$ cat src/rtl/dart_stats_pkg.sv
// dart_stats_pkg: shared definitions for the stats drain.
//   dart_state_e     - drain FSM state type (fixed legacy encodings)
//   DART_WIDTH       - default word width of stats chain and tx path
//   DART_HEADER_TAG  - default upper byte of the header word
//   make_header()    - builds {tag, NUM_WORDS-1} header word
package dart_stats_pkg;

   localparam int unsigned DART_WIDTH      = 16;
   localparam logic [7:0]  DART_HEADER_TAG = 8'hDA;

   typedef enum logic [2:0] {
      ST_IDLE   = 3'd0,
      ST_HEADER = 3'd1,
      ST_LOAD   = 3'd2,
      ST_SEND   = 3'd3,
      ST_SHIFT  = 3'd4,
      ST_CSUM   = 3'd5,
      ST_DONE   = 3'd6
   } dart_state_e;

   // Lower byte carries the word count minus one so 256 words still fit.
   function automatic logic [15:0] make_header(input logic [7:0] tag,
                                               input int unsigned num_words);
      logic [7:0] cnt_m1;
      cnt_m1 = 8'(num_words - 1);
      return {tag, cnt_m1};
   endfunction

endpackage

$ cat src/rtl/dart_stats_drain_if.sv
// dart_stats_drain_if: word handshake between the stats drain and the UART
// transmit side.
//   tx_word  - word offered to the UART port
//   tx_valid - tx_word valid, held until tx_ack
//   tx_ack   - one-cycle accept from the UART port
// master: the drain (drives word/valid); slave: the UART port.
interface dart_stats_drain_if
   import dart_stats_pkg::*;
#(
   parameter int unsigned WIDTH = DART_WIDTH
) ();

   logic [WIDTH-1:0] tx_word;
   logic             tx_valid;
   logic             tx_ack;

   modport master (
      output tx_word,
      output tx_valid,
      input  tx_ack
   );

   modport slave (
      input  tx_word,
      input  tx_valid,
      output tx_ack
   );

endinterface

$ cat src/rtl/dart_stats_drain.sv
// dart_stats_drain: frames and streams simulator statistics to the UART port.
// On start it sends a header word, then NUM_WORDS words pulled from the stats
// shift chain (one stats_shift pulse per word, including after the last),
// and, when DART_STATS_CHECKSUM_EN is defined, an XOR checksum word.
// Ports:
//   clock       - system clock
//   reset       - asynchronous active-low reset
//   enable      - global enable; when low all state holds
//   start       - one-cycle dump request (accepted only in IDLE)
//   busy        - high from the cycle after accepted start until done
//   done        - one-cycle pulse after the final word is acknowledged
//   error       - sticky protocol error (start while busy, ack without valid)
//   stats_word  - current head of the stats chain
//   stats_shift - one-cycle pulse advancing the chain
//   tx          - master side of dart_stats_drain_if (tx_word/tx_valid/tx_ack)
// Optional feature macro: DART_STATS_CHECKSUM_EN.
module dart_stats_drain
   import dart_stats_pkg::*;
#(
   parameter int unsigned WIDTH      = DART_WIDTH,
   parameter int unsigned NUM_WORDS  = 64,
   parameter logic [7:0]  HEADER_TAG = DART_HEADER_TAG
) (
   input  logic                       clock,
   input  logic                       reset,
   input  logic                       enable,
   input  logic                       start,
   output logic                       busy,
   output logic                       done,
   output logic                       error,
   input  logic [WIDTH-1:0]           stats_word,
   output logic                       stats_shift,
   dart_stats_drain_if.master         tx
);

   localparam int unsigned CW = (NUM_WORDS > 1) ? $clog2(NUM_WORDS) : 1;
   localparam logic [CW-1:0] LAST = CW'(NUM_WORDS - 1);

   dart_state_e      state_q, state_d;
   logic [CW-1:0]    cnt_q,   cnt_d;
   logic [WIDTH-1:0] word_q,  word_d;
   logic             valid_q, valid_d;
   logic             busy_q,  busy_d;
   logic             done_q,  done_d;
   logic             err_q,   err_d;
   logic             shift_q, shift_d;
`ifdef DART_STATS_CHECKSUM_EN
   logic [WIDTH-1:0] csum_q,  csum_d;
`endif

   always_comb begin
      state_d = state_q;
      cnt_d   = cnt_q;
      word_d  = word_q;
      valid_d = valid_q;
      busy_d  = busy_q;
      done_d  = 1'b0;
      shift_d = 1'b0;
      err_d   = err_q;
`ifdef DART_STATS_CHECKSUM_EN
      csum_d  = csum_q;
`endif

      // busy is low in IDLE and DONE, so a start coincident with done is
      // silently dropped rather than flagged.
      if (tx.tx_ack && !valid_q) err_d = 1'b1;
      if (start && busy_q)       err_d = 1'b1;

      case (state_q)
         ST_IDLE: begin
            if (start) begin
               word_d  = WIDTH'(make_header(HEADER_TAG, NUM_WORDS));
               valid_d = 1'b1;
               busy_d  = 1'b1;
               cnt_d   = '0;
`ifdef DART_STATS_CHECKSUM_EN
               csum_d  = '0;
`endif
               state_d = ST_HEADER;
            end
         end
         ST_HEADER: begin
            // Chain head is already word 0, so no shift after the header.
            if (tx.tx_ack) begin
               valid_d = 1'b0;
               state_d = ST_LOAD;
            end
         end
         ST_LOAD: begin
            word_d  = stats_word;
            valid_d = 1'b1;
`ifdef DART_STATS_CHECKSUM_EN
            csum_d  = csum_q ^ stats_word;
`endif
            state_d = ST_SEND;
         end
         ST_SEND: begin
            if (tx.tx_ack) begin
               valid_d = 1'b0;
               shift_d = 1'b1;
               state_d = ST_SHIFT;
            end
         end
         ST_SHIFT: begin
            if (cnt_q == LAST) begin
`ifdef DART_STATS_CHECKSUM_EN
               word_d  = csum_q;
               valid_d = 1'b1;
               state_d = ST_CSUM;
`else
               done_d  = 1'b1;
               busy_d  = 1'b0;
               state_d = ST_DONE;
`endif
            end else begin
               cnt_d   = cnt_q + 1'b1;
               state_d = ST_LOAD;
            end
         end
`ifdef DART_STATS_CHECKSUM_EN
         ST_CSUM: begin
            if (tx.tx_ack) begin
               valid_d = 1'b0;
               done_d  = 1'b1;
               busy_d  = 1'b0;
               state_d = ST_DONE;
            end
         end
`endif
         ST_DONE: begin
            state_d = ST_IDLE;
         end
         default: begin
            state_d = ST_IDLE;
         end
      endcase
   end

   always_ff @(posedge clock or negedge reset) begin
      if (!reset) begin
         state_q <= ST_IDLE;
         cnt_q   <= '0;
         word_q  <= '0;
         valid_q <= 1'b0;
         busy_q  <= 1'b0;
         done_q  <= 1'b0;
         err_q   <= 1'b0;
         shift_q <= 1'b0;
`ifdef DART_STATS_CHECKSUM_EN
         csum_q  <= '0;
`endif
      end else if (enable) begin
         state_q <= state_d;
         cnt_q   <= cnt_d;
         word_q  <= word_d;
         valid_q <= valid_d;
         busy_q  <= busy_d;
         done_q  <= done_d;
         err_q   <= err_d;
         shift_q <= shift_d;
`ifdef DART_STATS_CHECKSUM_EN
         csum_q  <= csum_d;
`endif
      end else begin
         // Everything holds, but pulses already shown for a cycle are
         // dropped so the chain shifts once and done fires once.
         shift_q <= 1'b0;
         done_q  <= 1'b0;
      end
   end

   assign busy        = busy_q;
   assign done        = done_q;
   assign error       = err_q;
   assign stats_shift = shift_q;
   assign tx.tx_word  = word_q;
   assign tx.tx_valid = valid_q;

endmodule

$ cat src/flat_wrapper.sv
// flat-port wrapper written by rule: the top's interface ports become plain ports
module dart_stats_drain_flat import dart_stats_pkg::*;
#(
   parameter int unsigned WIDTH      = DART_WIDTH,
   parameter int unsigned NUM_WORDS  = 64,
   parameter logic [7:0]  HEADER_TAG = DART_HEADER_TAG
)
  (clock, reset, enable, start, busy, done, error, stats_word, stats_shift, tx_tx_word, tx_tx_valid, tx_tx_ack);
  dart_stats_drain_if #(.WIDTH(WIDTH)) tx_i ();
  input  logic clock;
  input  logic reset;
  input  logic enable;
  input  logic start;
  output logic busy;
  output logic done;
  output logic error;
  input  logic [WIDTH-1:0] stats_word;
  output logic stats_shift;
  output wire logic [$bits(tx_i.tx_word)-1:0] tx_tx_word;
  output wire logic [$bits(tx_i.tx_valid)-1:0] tx_tx_valid;
  input wire logic [$bits(tx_i.tx_ack)-1:0] tx_tx_ack;
  assign tx_tx_word = tx_i.tx_word;
  assign tx_tx_valid = tx_i.tx_valid;
  assign tx_i.tx_ack = tx_tx_ack;
  dart_stats_drain #(.WIDTH(WIDTH), .NUM_WORDS(NUM_WORDS), .HEADER_TAG(HEADER_TAG)) u_core (.clock(clock), .reset(reset), .enable(enable), .start(start), .busy(busy), .done(done), .error(error), .stats_word(stats_word), .stats_shift(stats_shift), .tx(tx_i));
endmodule
$ cat config.mk
export PLATFORM = sky130hd
export DESIGN_NAME = dart_stats_drain_flat
export DESIGN_NICKNAME = d
export VERILOG_FILES = /design/src/rtl/dart_stats_pkg.sv /design/src/rtl/dart_stats_drain_if.sv /design/src/rtl/dart_stats_drain.sv /design/src/flat_wrapper.sv
export SDC_FILE = /design/constraint.sdc
export NUM_CORES = 1
export LEC_CHECK = 0
export ABC_AREA = 1
export ABC_CLOCK_PERIOD_IN_PS = 2000
export CAP_MARGIN = 25
export CORE_UTILIZATION = 40
export DETAILED_ROUTE_END_ITERATION = 7
export DONT_BUFFER_PORTS = 1
export MAX_ROUTING_LAYER = met4
export SETUP_SLACK_MARGIN = 0.02
export SYNTH_ARGS = -nofsm -noshare
export SYNTH_HDL_FRONTEND = slang
export SYNTH_SLANG_ARGS = --single-unit
$ cat constraint.sdc
create_clock -name clock -period 2 [get_ports clock]
set_clock_uncertainty 0.2 [all_clocks]
set_input_delay 0.4 -clock clock [delete_from_list [all_inputs] [get_ports clock]]
set_output_delay 0.4 -clock clock [all_outputs]
set_load 0.05 [all_outputs]
* Word-level counts from Yosys, hierarchy flattened
Cells that the tools add are included.
Storage, ports and cells: register bits after elaboration 30, bits in latches 0, bits in writable memories 0, memory bits (read-only) 0, input port bits 21, output and inout bits 21, logic and storage cells 58, memories kept 0
Operators by class: add/subtract/negate cells 1, $mul 0, div/mod/pow operators 0, magnitude comparators 0, equality and inequality tests 11, shift-type cells 0, multiplexer cells 23, bitwise gates (word level) 0, reductions and logical operators 15
Operators by type and width (number):
- $pmux W16 S2 | 1
- $mux W16 | 1
- $reduce_and A4 Y1 | 4
- $pmux W3 S5 | 1
- $mux W3 | 4
- $mux W6 | 2
- $pmux W6 S2 | 1
- $mux W1 | 11
- $ne A2 B2 Y1 const B | 4
- $add A6 B1 Y6 const B | 1
- $eq A3 B2 Y1 const B | 2
- $eq A6 B6 Y1 const B | 1
- $reduce_bool A2 Y1 | 3
- $ne A2 B1 Y1 const B | 2
- $eq A3 B1 Y1 const B | 1
- $eq A3 B3 Y1 const B | 1
- $logic_not A3 Y1 | 1
- $pmux W1 S3 | 1
- $reduce_and A3 Y1 | 1
- $reduce_bool A3 Y1 | 1
- $logic_and A1 B1 Y1 | 2
- $pmux W1 S2 | 1
- $reduce_and A2 Y1 | 1
- $reduce_or A2 Y1 | 1
- $logic_not A1 Y1 | 1

* Longest topological paths before layout
depth in word-level cells 4, depth in mapped cells 7, gate-level depth less buffers 7

* Worst setup path before layout
No wires, ideal clock.
path type flip-flop to flip-flop, from register u_core.cnt_q[0], to register u_core.cnt_q[2], setup time 65 ps, arrival 1174 ps, data required time 1735 ps, slack 561 ps, cell stages (with the launch flop) 7, path buffers 0, clock period less this slack 1439 ps, cell sequence dfrtp_1 > ha_1 > nand3_1 > nor2_4 > nor3_4 > nand2_1 > nand2_1
On the way: word-level cells in the longest chain between the ends 3, elaborated cells on any way between the ends 6, classes of those cells 1 x add/sub; 2 x eq/ne; 2 x mux; 1 x reduce/logical
Ends and longest elaborated chain:
- from (decl) | RTL line dart_stats_drain.sv:40 | logic [CW-1:0] cnt_q, cnt_d;
- from (signal assigned) | RTL line dart_stats_drain.sv:154 | cnt_q <= cnt_d;
- $add A6 B1 Y6 / $eq A6 B6 Y1 (equally long branches) | RTL line dart_stats_drain.sv:116, dart_stats_drain.sv:105
- $mux W6 / $ne A2 B2 Y1 (equally long branches)
- $pmux W6 S2 / $reduce_and A4 Y1 (equally long branches)
Several ways; a longest one is shown, not always the timed one. The select of a mux whose other input is x is not followed. A chain may end at the register's enable or synchronous reset.

* Worst setup path in the final report
from register u_core.state_q[2], to register u_core.word_q[8], in the netlist u_core.tx.tx_word[8]
On the way: word-level cells in the longest chain between the ends 3, elaborated cells on any way between the ends 6, classes of those cells 2 x eq/ne; 1 x mux; 3 x reduce/logical
Ends and longest elaborated chain:
- from (decl) | RTL line dart_stats_drain.sv:39 | dart_state_e state_q, state_d;
- from (signal assigned) | RTL line dart_stats_drain.sv:153 | state_q <= state_d;
- $eq A3 B2 Y1 / $logic_not A3 Y1 (equally long branches) | RTL line dart_stats_drain.sv:69 | case (state_q)
- $reduce_bool A2 Y1 (no line) / $ne A2 B2 Y1 (equally long branches)
- $reduce_and A3 Y1 (no line)
- to (signal assigned) | RTL line dart_stats_drain.sv:155 | word_q <= word_d;
- to (decl) | RTL line dart_stats_drain.sv:41 | logic [WIDTH-1:0] word_q, word_d;
Several ways; a longest one is shown, not always the timed one.

==> results.ini <==
[worst_hold_path]
hold_path_end=u_core.tx.tx_word[15]
hold_class=in2reg
hold_depth=2
hold_start=stats_word[15]

[yosys]
yosysTopAreaCell=dfrtp_1
seq_area_frac_synth_pct=51.8
ys.warnings.count=0
yosysUniqueCellTypes=27
netlist_instances=161
synth.area.top_cells=dfrtp_1 52%, nand2_1 12%, inv_1 5.7%, a21oi_2 4.8%, nor2_1 3.6%
yosysTopAreaCellShare_pct=51.8
syn_nets=183
synth_area_sq_mm=0.00145
ys_ff_latch=30
avgSynthCellArea_sq_um=9.01

[global_routing]
antenna_found_initial=0
grt_pass1_wl_mm=4.85
grt_usage_pct=17.1
grt_max_degree=31
grt-ovfl-total=0
grt_pass1_vias=1071

[detailed_routing]
first_pass_iters=4
drt-initial-drc-count=71
wirelength_mm=2.85
wl_per_cell_um=13.0
final_antenna_net_count=0
vias_per_cell=4.91
vias=1075
drc=0

[finish]
diodes=0
finalNetCount=194
area_growth_pct=11.8
layout_commonest_cell=nand2_1
layout_common_cells=46 x nand2_1, 30 x dfrtp_1, 22 x inv_1, 14 x nor2_1, 8 x a21oi_2
drive_gt1_share_pct=17.9

[sta]
finalSetupViolations=0
tightest_slew_ns=0.503
slew_headroom_pct=66.5
rsz0062_at_grt=no
tns_ns=0
finalHoldViolations=0
drv_slew=0
fin_crit_sh_pct=86.6
period_needed_ns=1.73
finalWorstSetupSlack_ns=0.268
timing.fmax_ghz=0.577

[floorplan]
row_count=21
die_height_um=62.2
die_x_um=62.2
dieArea_sq_mm=0.00387
initial_utilization_pct=42.5
core_sq_mm=0.00342
top_level_ports=42

[clock_tree]
cts_tree=yes
path_clk_slew_ns=0.09
clock-sinks=30
root_buffer=clkbuf_4
cts_buffer_depth=2
ctsHtreeMaxLevel=2
insertion_delay_ns=0.32
cts_buffers=5
cts_resized=0

[worst_setup_path]
r2r_setup_slack_ns=0.27
reg2reg_from=u_core.state_q[2]
crit_type=reg2reg
cp_max_fo=12
critPathArrivalTime_ns=1.80
startpoint_type=flop
cp.required_ns=2.07
r2r_end=u_core.tx.tx_word[8]
r2r_cells=5
end_kind=flop

[pwr]
cellPowerDensity_mw_per_mm2=1620
ir_drop_mv=0.897
p_leak_nw=0.874

[placement]
hpwl_mm=2.08
portBuffers=0
place_congestion=0.874
pre_cts_slack_ns=0.279

[status]
status=finished, final reports clean

[run]
max_cap_violations=0

-- synthesized netlist by cell type --
cell and number:
a21oi_1 4, a21oi_2 8, buf_4 2, buf_6 1, dfrtp_1 30, ha_1 1
inv_1 22, inv_2 1, nand2_1 46, nand2_2 2, nand2_4 2, nand3_1 7
nand3_2 2, nand3b_1 1, nand4_2 1, nand4_4 1, nor2_1 14, nor2_2 1
nor2_4 2, nor3_1 1, nor3_4 1, o21ai_0 3, o21ai_1 1, o21ai_2 2
o21bai_1 1, or2_1 1, xor2_1 3
-- per-layer routing --
metal  GRT usage (%)  vias to the layer above  share of wire (%)
met4            6.98                        0                1.6
met2            27.9                       33                 50
met1            19.0                      518                 42
li1                -                      519                  -
met5               -                        -                  0
met3            6.25                        5                6.2
-- registers in the layout (all words and copies together), names as in the netlist --
register	flops
u_core.done	1
u_core.error	1
u_core.tx.tx_word	16
u_core.cnt_q	6
u_core.tx.tx_valid	1
u_core.state_q	3
u_core.busy	1
u_core.stats_shift	1
-- area by class of cell --
class	count	area, sq um
Clock buffer	7	55.1
Tap cell	46	57.6
Fill cell	344	1790
Multi-Input combinational cell	105	587
Sequential cell	30	751
Inverter	23	86.3
Clock inverter	1	5.00
Timing Repair Buffer	7	80.1
-- per-stage QoR --
| stage | total power (W) | hold slack, ns | std cells | cell area, sq um | utilization [%] |
|---|---|---|---|---|---|
| 6_report | 0.00262 | 0.0280 | 219 | 1620 | 47.5 |
| 5_1_grt | 0.00280 | 0.0155 | 219 | 1620 | 47.5 |
| 4_1_cts | 0.00265 | 0.0157 | 219 | 1620 | 47.5 |
| 3_5_place_dp | 0.00225 | -0.0944 | 204 | 1480 | 43.4 |
| 3_3_place_gp | 0.00220 | -0.0943 | 204 | 1480 | 43.4 |
| 2_1_floorplan | 0.00214 | -0.0956 | 161 | 1450 | - |
-- power by group --
group | internal, W | switching (W) | leakage (nW)
Clock | 0.000170 | 0.000200 | 0.0353
Sequential | 0.000808 | 0.000802 | 0.356
Combinational | 0.000230 | 0.000410 | 0.483
Total | 0.00121 | 0.00141 | 0.874
-- worst max-delay path, stage by stage (launching register included) --
cell     delay, ns
dfrtp_1       0.41
inv_1         0.31
nand4_2       0.36
inv_1         0.25
nand2_1       0.07
nand2_1       0.07
-- what timing repair did --
action / 4_1_cts / 5_1_grt
endpoints found under the hold margin: 35 / 0
hold buffers: 7 / 0
setup buffers: 0 / 0
-- logic make-up (layout without fill, tap and decap cells) --
group	after synthesis	in the layout	synth area share (%)
adder cells (fa/ha/maj)	1	1	0.863
flip-flops	30	30	51.8
buffers and inverters	26	38	7.76
AND/OR/NAND/NOR	82	82	28.5
AO/OA/AOI/OAI	19	19	9.32
XOR/XNOR	3	3	1.81
-- how the worst max path moves through the flow --
stage / from / endpoint / slack (ns) / cells after the start
2_1_floorplan: u_core.cnt_q[0] / u_core.cnt_q[2] / 0.56 / 6
3_3_place_gp: u_core.state_q[2] / u_core.tx.tx_word[10] / 0.40 / 5
3_5_place_dp: u_core.state_q[2] / u_core.tx.tx_word[7] / 0.28 / 5
4_1_cts: u_core.state_q[2] / u_core.tx.tx_word[8] / 0.27 / 5
5_1_grt: u_core.state_q[2] / u_core.tx.tx_word[8] / 0.12 / 5
6_report: u_core.state_q[2] / u_core.tx.tx_word[8] / 0.27 / 5
Power figures use the tool's default switching activity.
